[src/rtl/pause_fade_pkg.sv]
// pause_fade_pkg: shared types and helpers for the pause/fade block.
// Holds the FSM state encoding, the dim-level width, the counter sizing
// function and the 3:3:2 per-channel dimming helper.
package pause_fade_pkg;

    localparam int LEVEL_W = 2;

    typedef enum logic [1:0] {
        RUN  = 2'd0,
        WAIT = 2'd1,
        FADE = 2'd2,
        DIM  = 2'd3
    } state_t;

    // Width of the frame counter so it can hold the larger of the two frame
    // thresholds; never narrower than one bit.
    function automatic int cnt_width(input int delay_frames, input int step_frames);
        int max_frames;
        max_frames = (delay_frames > step_frames) ? delay_frames : step_frames;
        return (max_frames < 1) ? 1 : $clog2(max_frames + 1);
    endfunction

    // Shift each 3:3:2 channel right by the dim level, each keeping its own width.
    function automatic logic [7:0] dim_rgb332(input logic [7:0] rgb,
                                              input logic [LEVEL_W-1:0] shift);
        return {rgb[7:5] >> shift, rgb[4:2] >> shift, rgb[1:0] >> shift};
    endfunction

endpackage

[src/rtl/pf_frame_tick.sv]
// pf_frame_tick: frame-start strobe for pause_fade.
// Emits a one-clk_sys pulse on the first ce_pix at which vblank_in is high
// after having been low at the previous ce_pix.
module pf_frame_tick (
    input  logic clk_sys,
    input  logic reset_n,
    input  logic ce_pix,
    input  logic vblank_in,
    output logic frame_tick
);

    logic vblank_q;

    // Remember vblank as seen at the previous pixel.
    always_ff @(posedge clk_sys or negedge reset_n) begin
        if (!reset_n) begin
            // NOTE: reset as "in blanking" so a reset released during vblank
            // does not fire a spurious tick on the first pixel.
            vblank_q <= 1'b1;
        end else if (ce_pix) begin
            vblank_q <= vblank_in;
        end
    end

    assign frame_tick = ce_pix & vblank_in & ~vblank_q;

endmodule

[src/rtl/pause_fade.sv]
// pause_fade: user pause toggle, combined pause output and frame-aligned
// dimming of the 3:3:2 video stream while paused. All video signals are
// re-timed by one pixel so blanking, sync and colour stay aligned.
// Optional build macro PAUSE_FADE_RAMP_EN: when defined, dimming ramps one
// level every FADE_FRAMES_PER_STEP frames; otherwise the level jumps straight
// from 0 to MAX_LEVEL when the delay expires.
module pause_fade
    import pause_fade_pkg::*;
#(
    parameter int DIM_DELAY_FRAMES     = 600,
    parameter int FADE_FRAMES_PER_STEP = 30,
    parameter int MAX_LEVEL            = 2
) (
    input  logic               clk_sys,
    input  logic               reset_n,
    input  logic               ce_pix,
    input  logic [7:0]         rgb_in,
    input  logic               hblank_in,
    input  logic               vblank_in,
    input  logic               hs_in,
    input  logic               vs_in,
    input  logic               btn_pause,
    input  logic               osd_open,
    input  logic               osd_pause_en,
    output logic               pause,
    output logic [7:0]         rgb_out,
    output logic               hblank_out,
    output logic               vblank_out,
    output logic               hs_out,
    output logic               vs_out,
    output logic [LEVEL_W-1:0] dim_level
);

    localparam int CNT_W = cnt_width(DIM_DELAY_FRAMES, FADE_FRAMES_PER_STEP);

    // A zero delay means the first counted tick already ends the wait.
    localparam logic [CNT_W-1:0] WAIT_LAST =
        (DIM_DELAY_FRAMES == 0) ? '0 : CNT_W'(DIM_DELAY_FRAMES - 1);
    localparam logic [LEVEL_W-1:0] MAX_LVL = LEVEL_W'(MAX_LEVEL);
`ifdef PAUSE_FADE_RAMP_EN
    localparam logic [CNT_W-1:0] STEP_LAST = CNT_W'(FADE_FRAMES_PER_STEP - 1);
`endif

    logic               btn_q;
    logic               toggle;
    logic               toggle_nxt;
    logic               frame_tick;
    state_t             state;
    logic [CNT_W-1:0]   frame_cnt;
    logic [LEVEL_W-1:0] level;

    pf_frame_tick u_frame_tick (
        .clk_sys    (clk_sys),
        .reset_n    (reset_n),
        .ce_pix     (ce_pix),
        .vblank_in  (vblank_in),
        .frame_tick (frame_tick)
    );

    // Next toggle value: flips once per rising edge of the button level.
    always_comb begin
        toggle_nxt = toggle ^ (btn_pause & ~btn_q);
    end

    // Button edge history, pause toggle and registered combined pause.
    always_ff @(posedge clk_sys or negedge reset_n) begin
        if (!reset_n) begin
            btn_q  <= 1'b0;
            toggle <= 1'b0;
            pause  <= 1'b0;
        end else begin
            // NOTE: non-blocking assignments keep every register reading the
            // pre-edge values of the others, regardless of statement order.
            btn_q  <= btn_pause;
            toggle <= toggle_nxt;
            pause  <= toggle_nxt | (osd_open & osd_pause_en);
        end
    end

    // Dim-timer FSM: only the user toggle drives it; the level changes only on
    // frame ticks so a frame is never torn between two brightness levels.
    always_ff @(posedge clk_sys or negedge reset_n) begin
        if (!reset_n) begin
            state     <= RUN;
            frame_cnt <= '0;
            level     <= '0;
        end else if (!toggle) begin
            state     <= RUN;
            frame_cnt <= '0;
            if (frame_tick) begin
                level <= '0;
            end
        end else begin
            case (state)
                RUN: begin
                    // Entry into WAIT is immediate; a coincident tick is not counted.
                    state     <= WAIT;
                    frame_cnt <= '0;
                    if (frame_tick) begin
                        level <= '0;
                    end
                end
                WAIT: begin
                    if (frame_tick) begin
                        level <= '0;
                        if (frame_cnt == WAIT_LAST) begin
                            frame_cnt <= '0;
`ifdef PAUSE_FADE_RAMP_EN
                            state     <= FADE;
`else
                            state     <= DIM;
                            level     <= MAX_LVL;
`endif
                        end else if (frame_cnt != '1) begin
                            frame_cnt <= frame_cnt + 1'b1;
                        end
                    end
                end
`ifdef PAUSE_FADE_RAMP_EN
                FADE: begin
                    if (frame_tick) begin
                        if (frame_cnt == STEP_LAST) begin
                            frame_cnt <= '0;
                            level     <= level + 1'b1;
                            if (level + 1'b1 == MAX_LVL) begin
                                state <= DIM;
                            end
                        end else if (frame_cnt != '1) begin
                            frame_cnt <= frame_cnt + 1'b1;
                        end
                    end
                end
`endif
                DIM: begin
                    if (frame_tick) begin
                        level <= MAX_LVL;
                    end
                end
                default: begin
                    state     <= RUN;
                    frame_cnt <= '0;
                end
            endcase
        end
    end

    assign dim_level = level;

    // One-pixel video re-timing with dimming and forced black in blanking.
    always_ff @(posedge clk_sys or negedge reset_n) begin
        if (!reset_n) begin
            rgb_out    <= '0;
            hblank_out <= 1'b1;
            vblank_out <= 1'b1;
            hs_out     <= 1'b0;
            vs_out     <= 1'b0;
        end else if (ce_pix) begin
            rgb_out    <= (hblank_in | vblank_in) ? 8'h00 : dim_rgb332(rgb_in, level);
            hblank_out <= hblank_in;
            vblank_out <= vblank_in;
            hs_out     <= hs_in;
            vs_out     <= vs_in;
        end
    end

endmodule

[config.mk]
export PLATFORM = sky130hd
export DESIGN_NAME = pause_fade
export DESIGN_NICKNAME = d
export VERILOG_FILES = /design/src/rtl/pause_fade_pkg.sv /design/src/rtl/pf_frame_tick.sv /design/src/rtl/pause_fade.sv
export SDC_FILE = /design/constraint.sdc
export NUM_CORES = 1
export LEC_CHECK = 0
export ABC_CLOCK_PERIOD_IN_PS = 2000
export CAP_MARGIN = 10
export CELL_PAD_IN_SITES_DETAIL_PLACEMENT = 1
export CELL_PAD_IN_SITES_GLOBAL_PLACEMENT = 1
export CORE_UTILIZATION = 40
export DETAILED_ROUTE_END_ITERATION = 6
export DONT_BUFFER_PORTS = 1
export PLACE_DENSITY_LB_ADDON = 0.08
export SLEW_MARGIN = 20
export SYNTH_ARGS = -nofsm -noshare
export SYNTH_HDL_FRONTEND = slang
export SYNTH_HIERARCHICAL = 1
export SYNTH_SLANG_ARGS = --single-unit
export TNS_END_PERCENT = 30
[constraint.sdc]
create_clock -name clk_sys -period 2 [get_ports clk_sys]
set_clock_uncertainty 0.2 [all_clocks]
set_input_delay 0.6 -clock clk_sys [delete_from_list [all_inputs] [get_ports clk_sys]]
set_output_delay 0.6 -clock clk_sys [all_outputs]
set_load 0.005 [all_outputs]
* Word-level counts from Yosys, hierarchy flattened *
Index checks and enable logic that the tools add are counted.

operators by class
  $add $sub $neg = 1
  equality and inequality tests = 10
  shift-type cells = 3
  multiplexer cells = 16
  bitwise logic cells = 9
  reduce and logical (&&, ||, !) cells = 4

operator list
  operator               number
  $mux 10                4
  $pmux 10 s2            1
  $mux 2                 8
  $pmux 2 s3             2
  $add 10x1->10 const B  1
  $eq 10x10->1 const B   1
  $ne 10x10->1 const B   1
  $ne 3x3->1 const B     3
  $reduce_and 3->1       3
  $mux 8                 1
  $shr 3x2->3            2
  $and 1x1->1            4
  $ne 4x1->1 const B     1
  $ne 4x4->1 const B     1
  $eq 2x1->1 const B     1
  $eq 2x2->1 const B     1
  $logic_not 2->1        1
  $ne 2x2->1 const B     1
  $not 1->1              2
  $or 1x1->1             2
  $shr 2x2->2            1
  $xor 1x1->1            1

word-level totals
  bits in registers = 29
  output and inout bits = 15

* Logic depth before layout (Yosys ltp) *
  word-level depth = 6
  depth in mapped cells = 6
  mapped depth without buffers = 5

* Modules after synthesis *
Netlist, hierarchy kept.

modules (own cells, without submodules)
  module         times used  cells each  area an instance (um2)
  pause_fade     1           137         1,443.9
  pf_frame_tick  1           3           51.3

* Worst setup path after synthesis *
OpenSTA, ideal clock, no wires.

  kind = register to register
  start = register frame_cnt[0]
  end = register frame_cnt[6]
  library setup time = 0.083 ns
  data arrival time = 1.626 ns
  data required time = 1.717 ns
  setup slack = 0.091 ns
  stages on the path, launching flop included = 6
  buffers on the path = 0
  cell sequence = dfrtp_1 ha_1 and2_1 a311oi_4 or4b_1 o21ai_0

between the ends
  longest elaborated chain between the ends = 6

RTL lines
  element                 line               text
  from (decl)             pause_fade.sv:49   logic [CNT_W-1:0] frame_cnt;
  from (signal assigned)  pause_fade.sv:115  frame_cnt <= frame_cnt + 1'b1;
  $add 10x1->10           pause_fade.sv:115
  $mux 10                 pause_fade.sv:114  end else if (frame_cnt != '1) begin
  $mux 10                 pause_fade.sv:106  if (frame_cnt == WAIT_LAST) begin
  $mux 10                 pause_fade.sv:104  if (frame_tick) begin
  $pmux 10 s2             pause_fade.sv:94   case (state)
  $mux 10                 pause_fade.sv:87   end else if (!toggle) begin

Parallel ways exist; a longest one is shown, timed or not. The select of a mux whose other input is x is not followed.
A chain may end at the register's enable or synchronous reset.

* Worst setup path after layout *
  start = register frame_cnt[1]
  end = register frame_cnt[6]

Same word-level chain as after synthesis.

==> reports/metrics.csv <==
stage;metric;value;unit
worst_setup_path;Crit Path Class;reg2reg;
clock_network;clk slew on worst S/H paths;60;ps
clock_network;clk sinks;30;
yosys;Mapped Cells;140;
sta;Final Hold Viols;0;
finish;fraction of layout cells with a size suffix above 1;27.7;%
drt;routed vias;1195;
drt;wire per inst;17.2;um
clock_network;Clock Latency Late Sink;280;ps
power_and_ir_drop;Max rail drop VDD;0.000385;V
die;initial cell density of the core;43.1;%
sta;Final setup viols;0;
clock_network;Max clock buf depth;2;
drt;DRT Pass-1 Iters;4;
sta;max_slew headroom;70.0;%
worst_setup_path;CP max-delay cell;or4b_1;
worst_setup_path;crit path cell chain;ha_2 -> buf_6 -> and2_4 -> a311oi_4 -> or4b_1 -> o21ai_1;
min_path;min-delay worst type;in2reg;
worst_setup_path;max incr delay on CP;470;ps
yosys;EDFF count, synth;0;
grt;Overflow after GRT;0;
die;DIE HEIGHT;63.1;um
power_and_ir_drop;Tot Pwr;1.53;mW
finish;Layout area overhead;22.4;%
power_and_ir_drop;cell area power density;838;nW/um^2
place;pre-CTS setup slack;-173;ps
sta;post-route setup slack;24.2;ps
place;I/O Buffers;0;
sta;Final period util;98.8;%
sta;Worst-Margin Slew;449;ps
finish;nets;184;
yosys;async set or reset register ratio after synthesis;100;%
power_and_ir_drop;Static Leak;0.778;nW
die;die area;3990;sq um
job;number of max-cap violations;0;
clock_network;cts bufs inserted;5;
sta;Max Fclk;0.506;GHz
clock_network;CTS tree;yes;
clock_network;H-tree levels;2;
drt;Vias/cell;5.64;
yosys;synth unique cells;42;
grt;Tot GR Track Use;20.9;%
place;routability cong.;0.803;
finish;final core utilization;52.8;%
yosys;warnings from Yosys;6;
worst_setup_path;Worst Setup Start Kind;register;
yosys;Post-Syn Area per Cell;10.7;sq um
worst_setup_path;Worst path top cell family by delay;simple AND/OR/NAND/NOR gates;
die;core area;3470;sq um
die;die width;63.1;um
worst_setup_path;critical path required time;2010;ps
sta;Max Slew Vio Count;0;
sta;RSZ-0062 raised after global routing;true;
worst_setup_path;Crit path depth;6;
worst_setup_path;Crit Path Max Fanout;3;
worst_setup_path;crit end category;register;
yosys;Syn Nets;159;
yosys;sequential area share after synthesis;50.5;%
worst_setup_path;Buf/Inv on CP;1;
die;I/O Pins;33;
worst_setup_path;data arrival time of the critical path;1990;ps
yosys;synthesized flop and latch total;30;
grt;vias in the first global route;1349;
finish;ANT cells;0;
worst_setup_path;Register-to-Register Path Depth;6;
clock_network;Clock Tree Root;clkbuf_8;
min_path;Hold Crit Depth;0;
yosys;Mapped Area;1500;sq um
place;Detailed Place HPWL;2.65;mm
drt;aggregate routed wire length;3.66;mm
drt;DR DRC count;0;
grt;largest net degree at the start of global routing;31;
drt;post-route ant nets;0;
grt;initial antenna violation count;0;
finish;FILL cells;405;
drt;Iter 0 DRT Violations;29;
die;std cell rows;21;
run_status;status;finished, final reports clean;
sta;Final min period;1980;ps
grt;first-pass GRT wire length;6.24;mm
yosys;Synth Flop Type;dfrtp_1;
-- layout by cell type (no fill, tap or decap), types with 2 or more instances in the layout --
cell,n
a31oi_1,3
and2_1,2
nand3_1,6
a41oi_1,2
o31ai_1,3
o21ai_1,3
inv_1,4
a22o_1,3
nand3b_1,3
o21ai_0,3
mux2i_1,5
nand2b_1,3
buf_4,21
nand2_1,11
nor2_1,7
nand4_1,2
dfstp_2,3
nor2b_1,2
mux2_2,4
dfrtp_1,27
o2bb2ai_1,5
a21oi_1,9
clkbuf_8,6
and3_1,4
-- cell type report --
class	count	area, sq um	area share, %
Clock buffer	7	86.3	4.72
Clock inverter	1	5.00	0.273
Tap cell	46	57.6	3.14
Inverter	4	15.0	0.820
Sequential cell	30	754	41.2
Timing Repair Buffer	24	199	10.9
Multi-Input combinational cell	100	713	39.0
-- cells in the mapped netlist, types with 2 or more instances --
master     instances  area share [%]
mux2_2             4             3.0
a41oi_1            2             1.2
nand2_1           11             2.8
nand3_1            6             2.0
nand2b_1           3             1.3
and3_1             4             1.7
inv_1              4             1.0
dfrtp_1           27              45
clkbuf_1           4             1.0
nor2b_1            2            0.84
a22o_1             3             1.8
dfstp_2            3             5.3
mux2i_1            5             3.3
o31ai_1            4             2.0
nand4_1            2            0.84
nand3b_1           3             1.5
nor2_1             7             1.8
o21ai_0            6             2.0
a21oi_1            9             3.0
and2_1             3             1.3
a31oi_1            3             1.3
o2bb2ai_1          5             2.9
-- path summary, 6_finish.rpt --
path	slack [ps]	from	to
worst max register to register	20	frame_cnt[1]$_DFFE_PN0P_	frame_cnt[6]$_DFFE_PN0P_
worst min register to register	320	rgb_out[2]$_DFFE_PN0P_	rgb_out[2]$_DFFE_PN0P_
worst max-delay path	20	frame_cnt[1]$_DFFE_PN0P_	frame_cnt[6]$_DFFE_PN0P_
worst min-delay path	140	btn_pause	btn_q$_DFF_PN0_
min in group asynchronous	550	reset_n	frame_cnt[9]$_DFFE_PN0P_
max in group asynchronous	810	reset_n	hblank_out$_DFFE_PN1P_
-- report_power, final --
group	switching, mW	internal, mW
logic	0.167	0.149
clock network	0.227	0.277
registers	0.0465	0.667
total	0.441	1.09
-- cells by family (layout without fill, tap and decap cells) --
group | count (synthesis) | in the layout | synth area share, %
XOR/XNOR | 1 | 1 | 0.586
adder cells (fa/ha/maj) | 1 | 1 | 0.837
AND/OR/NAND/NOR | 50 | 50 | 19.2
buffers and inverters | 10 | 36 | 3.10
AO/OA/AOI/OAI | 38 | 38 | 18.4
multiplexers | 10 | 10 | 7.36
flip-flops | 30 | 30 | 50.5
-- per-stage QoR --
step	instance area [sq um]	hold WS (ps)	cells	TNS [ps]
after floorplan	1500	104	140	0
after CTS	1790	127	209	-111
after detailed placement	1660	105	199	-651
final	1830	142	212	0
after global routing	1830	125	212	-256
after global placement	1660	105	199	-113
-- timing repair --
action,in CTS,in global routing
setup buffers,0,3
hold endpoints to repair,30,0
hold buffers,2,0
gates resized for setup,1,8
endpoints found under the setup margin,6,8
pin swaps,1,4
-- per-layer routing --
layer  GRT usage [%]  vias to the layer above  share of wire, %  wire length [um]
met2            36.7                       31                53              1950
met1            23.0                      589                41              1490
met4            10.5                        0               1.7                62
li1                -                      569                 -                 -
met3            5.43                        6               4.2               154
met5               0                        -                 0                 0
-- sequential cells by signal, summed over array words and instances, names as in the netlist --
name,flops
rgb_out,8
frame_cnt,10
vs_out,1
pause,1
btn_q,1
hs_out,1
vblank_out,1
toggle,1
dim_level,2
hblank_out,1
state,2
u_frame_tick/vblank_q,1
Power figures use the tool's default switching activity.
